**config.mk**
```make
export PLATFORM = sky130hd
export DESIGN_NAME = times_table_arbiter_flat
export DESIGN_NICKNAME = d
export VERILOG_FILES = /design/src/rtl/times_table_arbiter_if.sv /design/src/rtl/times_table_arbiter.sv /design/src/flat_wrapper.sv
export SDC_FILE = /design/constraint.sdc
export NUM_CORES = 1
export LEC_CHECK = 0
export CORE_MARGIN = 3
export CORE_UTILIZATION = 35
export CTS_CLUSTER_SIZE = 10
export DETAILED_ROUTE_END_ITERATION = 12
export GPL_ROUTABILITY_DRIVEN = 0
export GPL_TIMING_DRIVEN = 1
export PLACE_DENSITY = 0.65
export SYNTH_ARGS = -nofsm -noshare
export SYNTH_HDL_FRONTEND = slang
export SYNTH_SLANG_ARGS = --single-unit
```
**constraint.sdc**
```tcl
create_clock -name clk -period 5.1 [get_ports clk]
set_clock_uncertainty 0.05 [all_clocks]
set_input_delay 1.02 -clock clk [delete_from_list [all_inputs] [get_ports clk]]
set_output_delay 1.02 -clock clk [all_outputs]
set_load 0.02 [all_outputs]
```
**src/rtl/times_table_arbiter_if.sv**
```systemverilog
// Bundle between the times-table arbiter, its two clients and the shared memory.
interface times_table_arbiter_if #(
  parameter int unsigned DATA_WIDTH = 6
);
  logic                  req0;
  logic                  req1;
  logic [2:0]            a0;
  logic [2:0]            b0;
  logic [2:0]            a1;
  logic [2:0]            b1;
  logic                  gnt0;
  logic                  gnt1;
  logic                  done0;
  logic                  done1;
  logic [DATA_WIDTH-1:0] result_o;
  logic                  busy_o;
  logic                  mem_enable;
  logic [5:0]            mem_address;
  logic [DATA_WIDTH-1:0] mem_data;

  // Arbiter side.
  modport slave (
    input  req0, req1, a0, b0, a1, b1, mem_data,
    output gnt0, gnt1, done0, done1, result_o, busy_o, mem_enable, mem_address
  );

  // Client and memory side.
  modport master (
    output req0, req1, a0, b0, a1, b1, mem_data,
    input  gnt0, gnt1, done0, done1, result_o, busy_o, mem_enable, mem_address
  );
endinterface

```
**src/rtl/times_table_arbiter.sv**
```systemverilog
// Round-robin arbiter sharing one 8x8 times-table memory between two requesters.
// One operation at a time: grant, one-cycle memory strobe, fixed latency wait,
// capture, one-cycle done pulse.
module times_table_arbiter #(
  parameter int unsigned MEM_LATENCY = 1,
  parameter int unsigned DATA_WIDTH  = 6
) (
  input logic                  clk,
  input logic                  rst_n,
  times_table_arbiter_if.slave bus
);

  localparam logic [1:0] st_idle  = 2'd0;
  localparam logic [1:0] st_issue = 2'd1;
  localparam logic [1:0] st_wait  = 2'd2;
  localparam logic [1:0] st_done  = 2'd3;

  // Counter reload so that capture lands MEM_LATENCY edges after the memory samples.
  localparam logic [1:0] lat_load = 2'(MEM_LATENCY - 1);

  logic [1:0]            state_q;
  logic [1:0]            cnt_q;
  logic                  owner_q;
  logic                  last_owner_q;
  logic                  gnt0_q;
  logic                  gnt1_q;
  logic                  done0_q;
  logic                  done1_q;
  logic                  busy_q;
  logic                  mem_enable_q;
  logic [5:0]            mem_address_q;
  logic [DATA_WIDTH-1:0] result_q;
  logic                  win;

  // Winner of an IDLE sample: a lone requester always wins, a tie goes to the port
  // that was not served last.
  always_comb begin
    win = bus.req1;
    if (bus.req0 && bus.req1) begin
      win = ~last_owner_q;
    end
  end

  // Operation sequencer and all registered outputs.
  always_ff @(posedge clk or negedge rst_n) begin
    if (!rst_n) begin
      state_q       <= st_idle;
      cnt_q         <= 2'd0;
      owner_q       <= 1'b0;
      last_owner_q  <= 1'b1;
      gnt0_q        <= 1'b0;
      gnt1_q        <= 1'b0;
      done0_q       <= 1'b0;
      done1_q       <= 1'b0;
      busy_q        <= 1'b0;
      mem_enable_q  <= 1'b0;
      mem_address_q <= 6'd0;
      result_q      <= '0;
    end else begin
      unique case (state_q)
        st_idle: begin
          if (bus.req0 || bus.req1) begin
            mem_address_q <= win ? {bus.a1, bus.b1} : {bus.a0, bus.b0};
            owner_q       <= win;
            last_owner_q  <= win;
            gnt0_q        <= ~win;
            gnt1_q        <= win;
            mem_enable_q  <= 1'b1;
            busy_q        <= 1'b1;
            state_q       <= st_issue;
          end
        end
        st_issue: begin
          gnt0_q       <= 1'b0;
          gnt1_q       <= 1'b0;
          mem_enable_q <= 1'b0;
          cnt_q        <= lat_load;
          state_q      <= st_wait;
        end
        st_wait: begin
          if (cnt_q == 2'd0) begin
            result_q <= bus.mem_data;
            done0_q  <= ~owner_q;
            done1_q  <= owner_q;
            state_q  <= st_done;
          end else begin
            cnt_q <= cnt_q - 2'd1;
          end
        end
        st_done: begin
          done0_q <= 1'b0;
          done1_q <= 1'b0;
          busy_q  <= 1'b0;
          state_q <= st_idle;
        end
        default: state_q <= st_idle;
      endcase
    end
  end

  assign bus.gnt0        = gnt0_q;
  assign bus.gnt1        = gnt1_q;
  assign bus.done0       = done0_q;
  assign bus.done1       = done1_q;
  assign bus.busy_o      = busy_q;
  assign bus.mem_enable  = mem_enable_q;
  assign bus.mem_address = mem_address_q;
  assign bus.result_o    = result_q;

endmodule

```
**src/flat_wrapper.sv**
```systemverilog
// flat-port wrapper written by rule: the top's interface ports become plain ports
module times_table_arbiter_flat 
#(
  parameter int unsigned MEM_LATENCY = 1,
  parameter int unsigned DATA_WIDTH  = 6
)
  (clk, rst_n, bus_req0, bus_req1, bus_a0, bus_b0, bus_a1, bus_b1, bus_mem_data, bus_gnt0, bus_gnt1, bus_done0, bus_done1, bus_result_o, bus_busy_o, bus_mem_enable, bus_mem_address);
  times_table_arbiter_if #(.DATA_WIDTH(DATA_WIDTH)) bus_i ();
  input logic clk;
  input logic rst_n;
  input wire logic [$bits(bus_i.req0)-1:0] bus_req0;
  input wire logic [$bits(bus_i.req1)-1:0] bus_req1;
  input wire logic [$bits(bus_i.a0)-1:0] bus_a0;
  input wire logic [$bits(bus_i.b0)-1:0] bus_b0;
  input wire logic [$bits(bus_i.a1)-1:0] bus_a1;
  input wire logic [$bits(bus_i.b1)-1:0] bus_b1;
  input wire logic [$bits(bus_i.mem_data)-1:0] bus_mem_data;
  output wire logic [$bits(bus_i.gnt0)-1:0] bus_gnt0;
  output wire logic [$bits(bus_i.gnt1)-1:0] bus_gnt1;
  output wire logic [$bits(bus_i.done0)-1:0] bus_done0;
  output wire logic [$bits(bus_i.done1)-1:0] bus_done1;
  output wire logic [$bits(bus_i.result_o)-1:0] bus_result_o;
  output wire logic [$bits(bus_i.busy_o)-1:0] bus_busy_o;
  output wire logic [$bits(bus_i.mem_enable)-1:0] bus_mem_enable;
  output wire logic [$bits(bus_i.mem_address)-1:0] bus_mem_address;
  assign bus_i.req0 = bus_req0;
  assign bus_i.req1 = bus_req1;
  assign bus_i.a0 = bus_a0;
  assign bus_i.b0 = bus_b0;
  assign bus_i.a1 = bus_a1;
  assign bus_i.b1 = bus_b1;
  assign bus_i.mem_data = bus_mem_data;
  assign bus_gnt0 = bus_i.gnt0;
  assign bus_gnt1 = bus_i.gnt1;
  assign bus_done0 = bus_i.done0;
  assign bus_done1 = bus_i.done1;
  assign bus_result_o = bus_i.result_o;
  assign bus_busy_o = bus_i.busy_o;
  assign bus_mem_enable = bus_i.mem_enable;
  assign bus_mem_address = bus_i.mem_address;
  times_table_arbiter #(.MEM_LATENCY(MEM_LATENCY), .DATA_WIDTH(DATA_WIDTH)) u_core (.clk(clk), .rst_n(rst_n), .bus(bus_i));
endmodule
```
==> out/metrics.yaml, run 1 <==
startpoint_type: "register"
synth.top_cells.by_area: "dfrtp_1, ha_1, mux2i_1, mux2_2, a21oi_1"
ys_seq_elements: 24
start_util_pct: 38.06
grt_use_met3_pct: 3.466
critPathKind: "register to output port"
clock_sinks: 24
synth_warnings: 0
synth_area_um2: 1200
ys.flop_type: "dfrtp_1"
finalNonFillerCells: 191
fmax_mhz: 415.6
ys_seq_area_share_pct: 50.16
multi_input_area_um2: 554.3
critPathArrivalTime_ns: 1.34
r2r-start: "u_core.state_q[0]"
setup_ws_ns: 2.694
route.detailed.drc: 0
firstDrtPassIters: 4
synth_top_area_share_pct: 47.97
cts_resized: 0
first_iter_violations: 31
hold_end: "u_core.bus.done0"
min_path_type: "register to register"
cts-buffers-inserted: 3
min_period_over_period_pct: 47.18
cts_root_buffer: "clkbuf_4"
cts_buffer_depth: 2
rsz0062_at_grt: "false"
cellPowerDensity_nw_per_um2: 619.8
worst-path-buf-inv: 1
slowest_delay_ns: 0.63
clkSlewWorstSetupHoldPaths_ns: 0.13
postCtsSetupBuffers: 0
final.setup.tns_ns: 0
synth-async-reset-ratio_pct: 100.0
setup_violations: 0
slowest_stage: "clkdlybuf4s50_1"
r2r_slack_ns: 3.17
reg2regPathDepth: 5
path_cells: "clkdlybuf4s50_1"
cts_max_level: 1
antenna_found_initial: 0
crit_required_ns: 4.03
min_from: "u_core.bus.done0"
groute.layer.met2.usage_pct: 20.36
total_power_mw: 1.041
vdd_drop_max_mv: 0.3163
grt_pass1_wl_mm: 4.146
grt_max_degree: 25
io_buffer_count: 39
core_um2: 3153
ant_nets: 0
top_usage_layer: "met2"
dp_hpwl_mm: 1.830
grtUsageTotal_pct: 12.61
final_max_slew_viol_count: 0
viasPerCell: 4.785
final.fill_count: 298
cp_max_fo: 3
worst_slew_pin_slew_ns: 1.041
die-area_um2: 4167
gr-total-overflow: 0
synth_area_leader_cell: "dfrtp_1"
die_h_um: 64.55
hold-path-cell-count: 2
dp_cells: 187
vias: 914
hold_viol: 0
grt_pass1_vias: 914
cp_top_family: "buffers and inverters"
fin_crit_ns: 2.406
chipWidth_um: 64.55
drt-total-wl_mm: 2.416
register_area_um2: 601.8
r2r_end: "u_core.state_q[1]"
cts-hold-fix-buffers: 0
nNetsFinal: 179
cts_tree: "done"
clock_latency_ns: 0.32
utilization_pct: 53.29
ios: 40
grt_use_met1_pct: 16.39
syn_inst: 107
ys_types: 25
cp-end-kind: "output port"
slew_headroom_pct: 30.41
drv_cap: 0
wire_per_inst_um: 12.65
row_count: 20
drive_gt1_share_pct: 8.844
synth_edf_count: 0
syn2layout_area_growth_pct: 40.04
antenna_cells: 0
dp_slack_ns: 2.536
synth_area_per_cell_um2: 11.21
synth_nets: 138
power_leakage_nw: 0.7194
status: "finished, final reports clean"
[area by class of cell]
| cell class | instances | share of cell area (%) |
|---|---|---|
| Clock buffer | 3 | 1.340 |
| Clock inverter | 1 | 1.787 |
| Inverter | 7 | 1.564 |
| Multi-Input combinational cell | 73 | 32.99 |
| Sequential cell | 24 | 35.82 |
| Tap cell | 44 | 3.276 |
| Timing Repair Buffer | 39 | 23.23 |
[metal layers]
layer | vias to the layer above | wire [um]
met5 | - | 0
met3 | 4 | 113
li1 | 453 | -
met1 | 436 | 1124
met2 | 21 | 1150
met4 | 0 | 27
[tightest hold or removal path: cells and delay by family (launching register included)]
family	cells	cell delay (ns)
flops	1	0.37
compound gates	1	0.06
simple gates	1	0.05
[metrics by stage]
step	instance area (um^2)	hold slack [ns]
final	1680	0.4563
after floorplan	1200	0.4062
after global routing	1680	0.4997
after CTS	1680	0.4727
after global placement	1628	0.4134
after detailed placement	1628	0.4417
[state kept, by name, summed over array words and instances (netlist names), 2 cells and up]
signal and flops:
u_core.bus.mem_address 6, u_core.bus.result_o 6, u_core.cnt_q 2, u_core.state_q 2
[synthesized netlist by cell type (all sizes together), types with 2 or more instances]
cell,n
ha,9
dfrtp,23
o21ai,7
nand2b,3
nor2b,2
nand2,6
inv,7
nor2,9
o31ai,2
a31oi,2
buf,3
a21oi,10
mux2i,9
mux2,7
[worst max-delay path by stage]
stage | endpoint | slack [ns] | from | cells past startpoint
floorplan | u_core.state_q[1] | 3.10 | bus_req0 | 4
global placement | u_core.state_q[1] | 2.58 | bus_req0 | 4
detailed placement | u_core.state_q[1] | 2.54 | bus_req0 | 4
CTS | bus_gnt0 | 2.67 | u_core.bus.gnt0 | 1
global route | bus_mem_enable | 2.63 | u_core.bus.mem_enable | 1
finish | bus_gnt0 | 2.69 | u_core.bus.gnt0 | 1
[power by group]
part	leakage, nW	switching [mW]	internal [mW]
combinational	0.409	0.282	0.274
sequential	0.283	0.0620	0.286
clock	0.0279	0.0585	0.0795
[cells in the final DEF (no fill, tap or decap), types with 2 or more instances in the layout]
cell,n
a21oi_1,10
a31oi_1,2
clkbuf_4,3
clkdlybuf4s50_1,39
dfrtp_1,23
ha_1,9
inv_1,7
mux2_2,6
mux2i_1,9
nand2_1,6
nand2b_1,3
nor2_1,9
nor2b_1,2
o21ai_0,5
o21ai_1,2
o31ai_1,2
[logic make-up (layout without fill, tap and decap cells)]
kind of cell | after synthesis | in the layout | synth area share [%]
fa+ha+maj | 9 | 9 | 9.385
mux | 16 | 16 | 14.08
compound gates | 27 | 27 | 14.39
flops | 24 | 24 | 50.16
simple gates | 21 | 21 | 8.342
buf+inv | 10 | 50 | 3.650
No activity file was read; power rests on OpenSTA's default activity.
==> run 2, diff against run 1 <==
PLACE_DENSITY = 0.67   (was 0.65)
clock period = 2 ns   (was 5.1 ns; I/O delays follow)
==> run 2 against run 1 <==
  * Die area stayed put
  * Total power is 150% higher
  * Critical endpoint is now bus_done1
  * Clock-buffer cell count is 1 higher
  * Setup slack worse by 2.5 ns
  * Sequential cell count stayed put
==> out/metrics.yaml, run 2 (same netlist as run 1, synthesis figures left out) <==
ios: 40
nNetsFinal: 184
power_leakage_nw: 0.7381
gr-total-overflow: 0
grt_pass1_wl_mm: 4.471
grtUsageTotal_pct: 13.48
firstDrtPassIters: 4
worst_slew_pin_slew_ns: 0.3725
cts-buffers-inserted: 3
clock_latency_ns: 0.31
row_count: 20
startpoint_type: "register"
vdd_drop_max_mv: 0.6723
antenna_cells: 0
die_h_um: 64.55
core_um2: 3153
clkSlewWorstSetupHoldPaths_ns: 0.12
final_max_slew_viol_count: 0
cts_buffer_depth: 2
final.setup.tns_ns: 0
die-area_um2: 4167
vias: 929
cts_tree: "done"
critPathKind: "register to output port"
cts_resized: 0
status: "finished, final reports clean"
setup_violations: 0
cp-end-kind: "output port"
rsz0062_at_grt: "false"
drv_cap: 0
finalNonFillerCells: 196
utilization_pct: 53.97
crit_required_ns: 1.55
slew_headroom_pct: 75.09
final_cell_mix: "clkdlybuf4s50_1, dfrtp_1, a21oi_1"
drive_gt1_share_pct: 11.84
postCtsSetupBuffers: 0
setup_ws_ns: 0.2370
cts_root_buffer: "clkbuf_4"
grt_pass1_vias: 1001
syn2layout_area_growth_pct: 41.81
total_power_mw: 2.588
ant_nets: 0
start_util_pct: 38.06
dp_cells: 192
fmax_mhz: 567.2
first_iter_violations: 39
clock_sinks: 24
cellPowerDensity_nw_per_um2: 1521
final.fill_count: 295
fin_crit_ns: 1.763
slowest_stage: "clkdlybuf4s50_1"
critPathArrivalTime_ns: 1.31
antenna_found_initial: 0
wire_per_inst_um: 12.98
cp_max_fo: 3
cts-hold-fix-buffers: 0
path_cells: "clkdlybuf4s50_1"
cts_max_level: 1
hold_viol: 0
slowest_delay_ns: 0.62
final_common_cell: "clkdlybuf4s50_1"
dp_slack_ns: 0.09135
viasPerCell: 4.740
route.detailed.drc: 0
dp_hpwl_mm: 2.005
io_buffer_count: 39
cp_top_family: "buffers and inverters"
worst-path-buf-inv: 1
grt_max_degree: 25
drt-total-wl_mm: 2.545
min_path_type: "input port to async pin"
chipWidth_um: 64.55
min_period_over_period_pct: 88.15
-- run 2: power breakdown --
| part | switching (mW) | internal, mW | leakage, nW |
|---|---|---|---|
| combinational | 0.724 | 0.733 | 0.434 |
| clock | 0.137 | 0.111 | 0.0210 |
| sequential | 0.154 | 0.729 | 0.283 |
| total | 1.01 | 1.57 | 0.738 |
-- run 2: final timing paths --
path,startpoint,to,slack [ns],depth (start not counted)
min in group clk,u_core.bus.result_o[1],u_core.bus.result_o[1],0.47,1
max reg2reg,u_core.state_q[0],u_core.state_q[1],0.34,5
min,rst_n,u_core.bus.mem_address[0],0.38,2
max in group asynchronous,rst_n,u_core.last_owner_q,1.24,2
max,u_core.bus.done1,bus_done1,0.24,1
min reg2reg,u_core.bus.result_o[1],u_core.bus.result_o[1],0.47,1
-- run 2: cell type report --
cell class | count | area (um^2) | area share (%)
Multi-Input combinational cell | 73 | 554.3 | 32.57
Timing Repair Buffer | 44 | 427.9 | 25.15
Tap cell | 44 | 55.05 | 3.235
Inverter | 7 | 26.28 | 1.544
Clock buffer | 4 | 36.28 | 2.132
Sequential cell | 24 | 601.8 | 35.37
-- run 2: per-stage QoR --
stage	hold WS, ns	area (um^2)
final	0.3836	1702
after global routing	0.4010	1702
after CTS	0.3824	1702
after detailed placement	0.4472	1665
after global placement	0.4307	1665
after floorplan	0.05441	1200
-- run 2: metal layers --
layer / part of all wire [%] / global-route usage (%) / vias to the layer above
met5: 0 / 0 / -
met3: 6.2 / 4.333 / 2
met4: 0.55 / 2.375 / 0
li1: - / - / 464
met2: 51 / 24.61 / 25
met1: 42 / 15.47 / 438
==> run 3, diff against run 2 <==
--- a/config.mk
+++ b/config.mk
@@ -9,2 +9,3 @@
 export CORE_UTILIZATION = 35
+export CTS_BUF_LIST = sky130_fd_sc_hd__clkbuf_16
 export CTS_CLUSTER_SIZE = 10
==> constraint.sdc (replaced) <==
create_clock -name clk -period 2 [get_ports clk]
set_clock_uncertainty 0.05 [all_clocks]
set_input_delay 0.2 -clock clk [delete_from_list [all_inputs] [get_ports clk]]
set_output_delay 0.2 -clock clk [all_outputs]
set_load 0.02 [all_outputs]
==> run 3 against run 2 <==
  * Clock-buffer cell count decreased by 1
  * Core utilization increased by 1.5 points
  * Sequential power increased by 0.7%
  * Hold slack got worse by 0.13 ns
  * Sequential share of layout area decreased by 0.94 points
  * Largest cell class unchanged
==> out/metrics.yaml, run 3 (same netlist as run 1, synthesis figures left out) <==
fmax_mhz: 557.7
multi_input_area_um2: 554.3
grt_pass1_wl_mm: 4.126
critPathKind: "register to register"
startpoint_type: "register"
final_cell_mix: "clkdlybuf4s50_1, dfrtp_1, a21oi_1"
r2r-start: "u_core.state_q[0]"
grt_pass1_vias: 971
fin_crit_ns: 1.793
drv_cap: 0
final.setup.tns_ns: 0
hold_slack_ns: 0.2538
die_h_um: 64.55
cts_tree: "done"
cts_max_level: 1
postCtsSetupBuffers: 0
antenna_cells: 0
register_area_um2: 601.8
ant_nets: 0
utilization_pct: 55.44
chipWidth_um: 64.55
route.detailed.drc: 0
final_area_um2: 1748
crit_required_ns: 2.09
path_cells: "inv_1, ha_1, nor3b_2, a21oi_1, mux2_1"
cts_resized: 0
wire_per_inst_um: 13.21
cp-startpoint: "u_core.state_q[0]"
reg2regPathDepth: 5
firstDrtPassIters: 4
worst-path-buf-inv: 1
antenna_found_initial: 0
row_count: 20
dp_hpwl_mm: 1.946
cts_root_buffer: "clkbuf_16"
start_util_pct: 38.06
cellPowerDensity_nw_per_um2: 1650
min_path_type: "input port to async pin"
vias: 944
clkSlewWorstSetupHoldPaths_ns: 0.06
r2r_end: "u_core.state_q[1]"
cp_top_family: "flip-flops"
critPathArrivalTime_ns: 1.88
first_iter_violations: 35
cp_max_fo: 5
slew_headroom_pct: 72.19
vdd_drop_max_mv: 0.6544
core_um2: 3153
gr-total-overflow: 0
grtUsageTotal_pct: 12.36
clock_sinks: 24
io_buffer_count: 39
setup_violations: 0
min_period_over_period_pct: 89.65
final.fill_count: 292
status: "finished, final reports clean"
cts-hold-fix-buffers: 0
cp-end-kind: "register"
final_max_slew_viol_count: 0
ios: 40
power_leakage_nw: 0.7524
worst_slew_pin_slew_ns: 0.4171
drt-total-wl_mm: 2.550
clock_latency_ns: 0.25
syn2layout_area_growth_pct: 45.67
hold_viol: 0
cts_buffer_depth: 2
grt_max_degree: 25
viasPerCell: 4.891
cts-buffers-inserted: 3
nNetsFinal: 181
dpl_cell_area_um2: 1643
final_common_cell: "clkdlybuf4s50_1"
slowest_delay_ns: 0.43
r2r_slack_ns: 0.21
drive_gt1_share_pct: 10.07
die-area_um2: 4167
rsz0062_at_grt: "false"
slowest_stage: "dfrtp_1"
run 3: cell types whose count changed in the layout (fill, tap and decap cells not counted):
cell	previous run	this run
buf_4	5	2
clkbuf_4	3	0
bufinv_16	0	1
clkbuf_8	1	0
clkbuf_16	0	3
run 3: layer usage:
metal	share of wire (%)	track usage (%)	up-vias
li1	-	-	458
met1	43	13.79	462
met2	51	23.07	22
met3	5.5	3.293	2
met4	0.27	3.166	0
met5	0	0	-
run 3: how the worst max path moves through the flow:
stage | to | slack, ns | cells past startpoint
finish | u_core.state_q[1] | 0.21 | 5
global route | u_core.state_q[1] | 0.09 | 5
CTS | u_core.state_q[1] | 0.21 | 5
detailed placement | u_core.state_q[1] | 0.23 | 4
global placement | u_core.state_q[1] | 0.28 | 4
floorplan | u_core.state_q[1] | 0.35 | 6
run 3: area by class of cell:
cell class / instances / area share [%]
repair buffers: 41 / 23.19
clock inverters: 1 / 1.718
inverters: 7 / 1.503
well taps: 44 / 3.150
multi-input cells: 73 / 31.71
clock buffers: 3 / 4.295
flip-flops and latches: 24 / 34.43
run 3: stage by stage:
stage	worst slack (ns)	std cells	power, mW
4_1_cts	0.2132	193	2.925
3_3_place_gp	0.2846	189	2.285
5_1_grt	0.09141	193	3.088
2_1_floorplan	0.3467	107	1.770
6_report	0.2069	193	2.884
3_5_place_dp	0.2252	189	2.346
run 3: worst reg2reg max path, cell delays in order (launching register included):
cell and delay, ns:
dfrtp_1 0.43, inv_1 0.15, ha_1 0.25, nor3b_2 0.35, a21oi_1 0.11, mux2_1 0.33
run 3: report_power, final:
part | leakage (nW) | total (mW) | switching, mW | internal [mW]
Sequential | 0.283 | 0.889 | 0.156 | 0.733
Combinational | 0.419 | 1.43 | 0.724 | 0.711
Clock | 0.0511 | 0.561 | 0.164 | 0.397
